--- config.mk ---
export PLATFORM = sky130hd
export DESIGN_NAME = mult_32bit_seq
export DESIGN_NICKNAME = d
export VERILOG_FILES = /design/src/rtl/alu_pkg.sv /design/src/rtl/alu_32bit.sv /design/src/rtl/mult_32bit_seq.sv
export SDC_FILE = /design/constraint.sdc
export NUM_CORES = 1
export LEC_CHECK = 0
export CORE_MARGIN = 5
export CORE_UTILIZATION = 52
export CTS_CLUSTER_DIAMETER = 30
export DETAILED_ROUTE_END_ITERATION = 8
export GPL_TIMING_DRIVEN = 0
export HOLD_SLACK_MARGIN = 0.05
export PLACE_DENSITY_LB_ADDON = 0.05
export SYNTH_ARGS = -nofsm -noshare
export SYNTH_HDL_FRONTEND = slang
export SYNTH_HIERARCHICAL = 1
export SYNTH_SLANG_ARGS = --single-unit
export TNS_END_PERCENT = 50
--- constraint.sdc ---
create_clock -name clk -period 14.65 [get_ports clk]
set_clock_uncertainty 0.1 [all_clocks]
set_input_delay 2.93 -clock clk [delete_from_list [all_inputs] [get_ports clk]]
set_output_delay 2.93 -clock clk [all_outputs]
set_load 0.02 [all_outputs]
--- src/rtl/alu_pkg.sv ---
// Shared constants for the ALU and the sequential multiplier.
// ALU opcodes, operand width and multiplier FSM encoding.
package alu_pkg;

    localparam int WIDTH = 32;

    // op[2] doubles as carry-in and invert-b
    localparam logic [2:0] ALU_OP_AND = 3'b000;
    localparam logic [2:0] ALU_OP_OR  = 3'b001;
    localparam logic [2:0] ALU_OP_ADD = 3'b010;
    localparam logic [2:0] ALU_OP_SUB = 3'b110;

    localparam logic [1:0] ST_IDLE = 2'd0;
    localparam logic [1:0] ST_CALC = 2'd1;
    localparam logic [1:0] ST_DONE = 2'd2;

endpackage

--- src/rtl/alu_32bit.sv ---
// 32-bit ripple ALU: AND, OR, ADD, SUB.
// op[2] inverts b and feeds the carry chain's carry-in.
module alu_32bit
    import alu_pkg::*;
(
    input  logic [WIDTH-1:0] a,
    input  logic [WIDTH-1:0] b,
    input  logic [2:0]       op,
    output logic [WIDTH-1:0] r,
    output logic             c_out
);

    logic [WIDTH-1:0] sum;

    // ripple carry chain, one full adder per bit
    always_comb begin
        logic c;
        logic bb;
        c   = op[2];
        sum = '0;
        for (int i = 0; i < WIDTH; i++) begin
            bb     = b[i] ^ op[2];
            sum[i] = a[i] ^ bb ^ c;
            c      = (a[i] & bb) | (a[i] & c) | (bb & c);
        end
        c_out = c;
    end

    // result select on the low opcode bits
    always_comb begin
        r = sum;
        unique case (op[1:0])
            2'b00:   r = a & b;
            2'b01:   r = a | b;
            default: r = sum;
        endcase
    end

endmodule

--- src/rtl/mult_32bit_seq.sv ---
// Sequential unsigned 32x32->64 shift-add multiplier.
// One ALU add per cycle, 32 iterations, start/busy/done handshake.
module mult_32bit_seq
    import alu_pkg::*;
#(
    parameter int CNT_W = 5
) (
    input  logic                 clk,
    input  logic                 rst_n,
    input  logic                 start,
    input  logic [WIDTH-1:0]     a,
    input  logic [WIDTH-1:0]     b,
    output logic                 busy,
    output logic                 done,
    output logic [2*WIDTH-1:0]   product
);

    logic [1:0]       state;
    logic [WIDTH-1:0] hi;
    logic [WIDTH-1:0] lo;
    logic [WIDTH-1:0] mcand;
    logic [CNT_W-1:0] cnt;

    logic [WIDTH-1:0] alu_r;
    logic             alu_c;
    logic [WIDTH-1:0] sum;
    logic             cy;

    alu_32bit u_alu (
        .a     (hi),
        .b     (mcand),
        .op    (ALU_OP_ADD),
        .r     (alu_r),
        .c_out (alu_c)
    );

    // add multiplicand only when the current multiplier bit is set
    always_comb begin
        sum = hi;
        cy  = 1'b0;
        if (lo[0]) begin
            sum = alu_r;
            cy  = alu_c;
        end
    end

    // control FSM plus shift registers; carry becomes new hi MSB
    always_ff @(posedge clk) begin
        if (!rst_n) begin
            state <= ST_IDLE;
            hi    <= '0;
            lo    <= '0;
            mcand <= '0;
            cnt   <= '0;
        end else begin
            unique case (state)
                ST_IDLE: begin
                    if (start) begin
                        mcand <= a;
                        lo    <= b;
                        hi    <= '0;
                        cnt   <= '0;
                        state <= ST_CALC;
                    end
                end
                ST_CALC: begin
                    hi  <= {cy, sum[WIDTH-1:1]};
                    lo  <= {sum[0], lo[WIDTH-1:1]};
                    cnt <= cnt + 1'b1;
                    if (cnt == CNT_W'(WIDTH - 1)) begin
                        state <= ST_DONE;
                    end
                end
                ST_DONE: begin
                    state <= ST_IDLE;
                end
                default: begin
                    state <= ST_IDLE;
                end
            endcase
        end
    end

    assign busy    = (state == ST_CALC) || (state == ST_DONE);
    assign done    = (state == ST_DONE);
    assign product = {hi, lo};

endmodule

==> out/qor.yml <==
ant_nets: 0
fmax_mhz: 71.8
synth-seq-cells: 103
worst_pin_slew_ps: 707
cp_common_cell: "fa_1"
final_cell_mix: "132 x clkdlybuf4s50_1, 103 x dfxtp_1, 74 x nand2_1, 69 x nor2_1, 64 x a21oi_1"
r2r-end: "hi[30]$_SDFFE_PN0P_"
drt-initial-drc-count: 322
setup_tns_ps: 0
area.growth.synth_to_final_pct: 28.9
leakage_nw: 2.95
wl_um: 17800
syn_area_per_cell_sq_um: 9.29
start_util: 0.533
cts_setup_buffers: 0
dpl.cell_count: 996
use_met2: 0.404
required_ps: 14770
numCtsBuffers: 9
yosysWarningCount: 6
layout_min_cycle_time_ps: 13930
hold_path.class: "register to register"
post_cts_resized: 0
outcome: "completed"
grt_busiest_layer: "met2"
clock_latency_ps: 350
synthFlopType: "dfxtp_1"
use_met1: 0.308
worst-path-buf-inv: 2
cts.sinks: 103
hold_start: "cnt[0]$_SDFFE_PN0P_"
cp-start-kind: "register"
hold_viol_final: 0
portBuffers: 132
worst-r2r-setup-slack_ps: 720
cp.arrival_ps: 14050
slowest_stage: "fa_1"
cts-hold-fix-buffers: 0
rows: 40
h-tree-depth: 3
wire_per_inst_um: 17.6
grt_setup_unrepaired: "no"
clk_pin_slew_worst_paths_ps: 70
use_met3: 0.0620
vias: 5669
endpoint_kind: "register"
fin_area_sq_um: 8290
post_dp_cell_area_sq_um: 7970
critPathMaxFanout: 4
ys_seq_area_frac: 0.321
diodes: 0
drt-vias-per-instance: 5.61
core-area_sq_um: 12100
hold_depth: 2
grt_pass1_vias: 5863
maxCapViolCount: 0
drc_errors: 0
grt_usage: 0.246
ir_worst_vdd_v: 0.0000775
crit_family: "adder cells"
fp.dieW_um: 121
cts_tree: "done"
finalCritPeriodShare: 0.951
maxSlewHeadroom: 0.529
cpPeakStageDelay_ps: 440
rr_worst_depth: 39
io_pins: 133
finalSetupViolCount: 0
firstDrtPassIters: 5
instances_no_fill: 1011
clk_path_buf_depth: 2
syn_area_sq_um: 6430
p_per_area_nw_per_um2: 94.8
rr_startpoint: "mcand[1]$_SDFFE_PN0P_"
dpl.hpwl_um: 12900
path_class: "register to register"
drv_slew: 0
gr-total-overflow: 0
final_net_count: 944
die_area_sq_um: 14700
grt_pass1_wl_um: 29200
synthDistinctLibCells: 40
netlist_instances: 692
drive_above_1_share: 0.155
min_to: "cnt[0]$_SDFFE_PN0P_"
mostFrequentLayoutCell: "clkdlybuf4s50_1"
die_y_um: 121
grt_antenna_before_repair: 0
grt_max_degree: 16
cts-root-buf: "clkbuf_16"
synth-edff-count: 0
async_flop_share: 0
gp_congestion: 0.826
power_mw: 0.786
## cell usage after synthesis, types with 2 or more instances
cell type  instances  area [sq um]
a211oi_1           4          30.0
a211oi_2          28           350
a21oi_1           64           320
a21oi_2            5          43.8
a32oi_1           33           289
and2_1             2          12.5
buf_2             21           105
buf_4              7          52.6
buf_6             11           124
clkbuf_1          20          75.1
conb_1             2          7.51
dfxtp_1          103          2060
fa_1              31           621
ha_1               7          87.6
inv_1             36           135
mux2_2            32           360
mux2i_1           33           330
nand2_1           74           278
nand2b_1           2          12.5
nand3_1            3          15.0
nor2_1            69           259
nor2b_1            3          18.8
o21bai_1          26           195
o21bai_2           2          22.5
o22ai_1           18           113
o22ai_2           10           125
o31ai_1            4          30.0
xnor2_1           28           245
xor2_1             3          26.3
## worst reg2reg max path: cells and delay by family, from the launching register on
family	cells	cell delay [ps]
compound gates	2	270
buf+inv	2	150
mux	1	280
fa+ha+maj	31	12260
simple gates	2	130
flops	1	390
xor+xnor	1	210
## where the power goes
| group | switching (mW) | leakage (nW) | total (mW) | internal, mW |
|---|---|---|---|---|
| combinational | 0.112 | 1.96 | 0.211 | 0.0992 |
| clock | 0.106 | 0.149 | 0.260 | 0.154 |
| sequential | 0.0172 | 0.843 | 0.315 | 0.298 |
| total | 0.235 | 2.95 | 0.786 | 0.551 |
## metrics by stage
stage,worst slack [ps],hold WS (ps),utilization
6_report,724,388,0.687
5_1_grt,532,402,0.687
4_1_cts,913,387,0.687
3_5_place_dp,1010,374,0.661
3_3_place_gp,1120,364,0.661
2_1_floorplan,1710,357,-
## area by class of cell
cell class | count | area (sq um)
multi-input combinational | 496 | 3870
fill | 980 | 3770
sequential | 103 | 2060
timing repair buffer | 132 | 1320
buffer | 60 | 364
clock buffer | 12 | 246
tap | 168 | 210
inverter | 37 | 141
clock inverter | 3 | 67.6
## cells by family (layout without fill, tap and decap cells)
logic type	Yosys count	after routing	synth area share
other	2	6	0.00117
and+or+nand+nor	158	158	0.0983
muxes	66	66	0.109
buffers and inverters	97	244	0.0786
AOI/OAI and AO/OA	197	197	0.239
DFF	103	103	0.321
xor gates and xnor gates	31	31	0.0422
adders and majority gates	38	38	0.110
## layer usage
layer / vias to the layer above / share of wire
li1: 2702 / -
met1: 2717 / 0.43
met2: 208 / 0.48
met3: 42 / 0.070
met4: 0 / 0.030
met5: - / 0
## sequential cells by signal, indices dropped and copies added (netlist names)
name / flops
state: 2
lo: 32
cnt: 5
hi: 32
mcand: 32
## worst max path at each step
stage          cells after the start  slack [ps]             endpoint                   from
3_3_place_gp                      39        1120  hi[30]$_SDFFE_PN0P_  mcand[1]$_SDFFE_PN0P_
5_1_grt                           39         530  hi[30]$_SDFFE_PN0P_  mcand[1]$_SDFFE_PN0P_
6_report                          39         720  hi[30]$_SDFFE_PN0P_  mcand[1]$_SDFFE_PN0P_
3_5_place_dp                      39        1010  hi[30]$_SDFFE_PN0P_  mcand[1]$_SDFFE_PN0P_
2_1_floorplan                     39        1710  hi[30]$_SDFFE_PN0P_     hi[0]$_SDFFE_PN0P_
4_1_cts                           39         910  hi[30]$_SDFFE_PN0P_  mcand[1]$_SDFFE_PN0P_
Note: power is estimated with default switching activity, not from simulation.
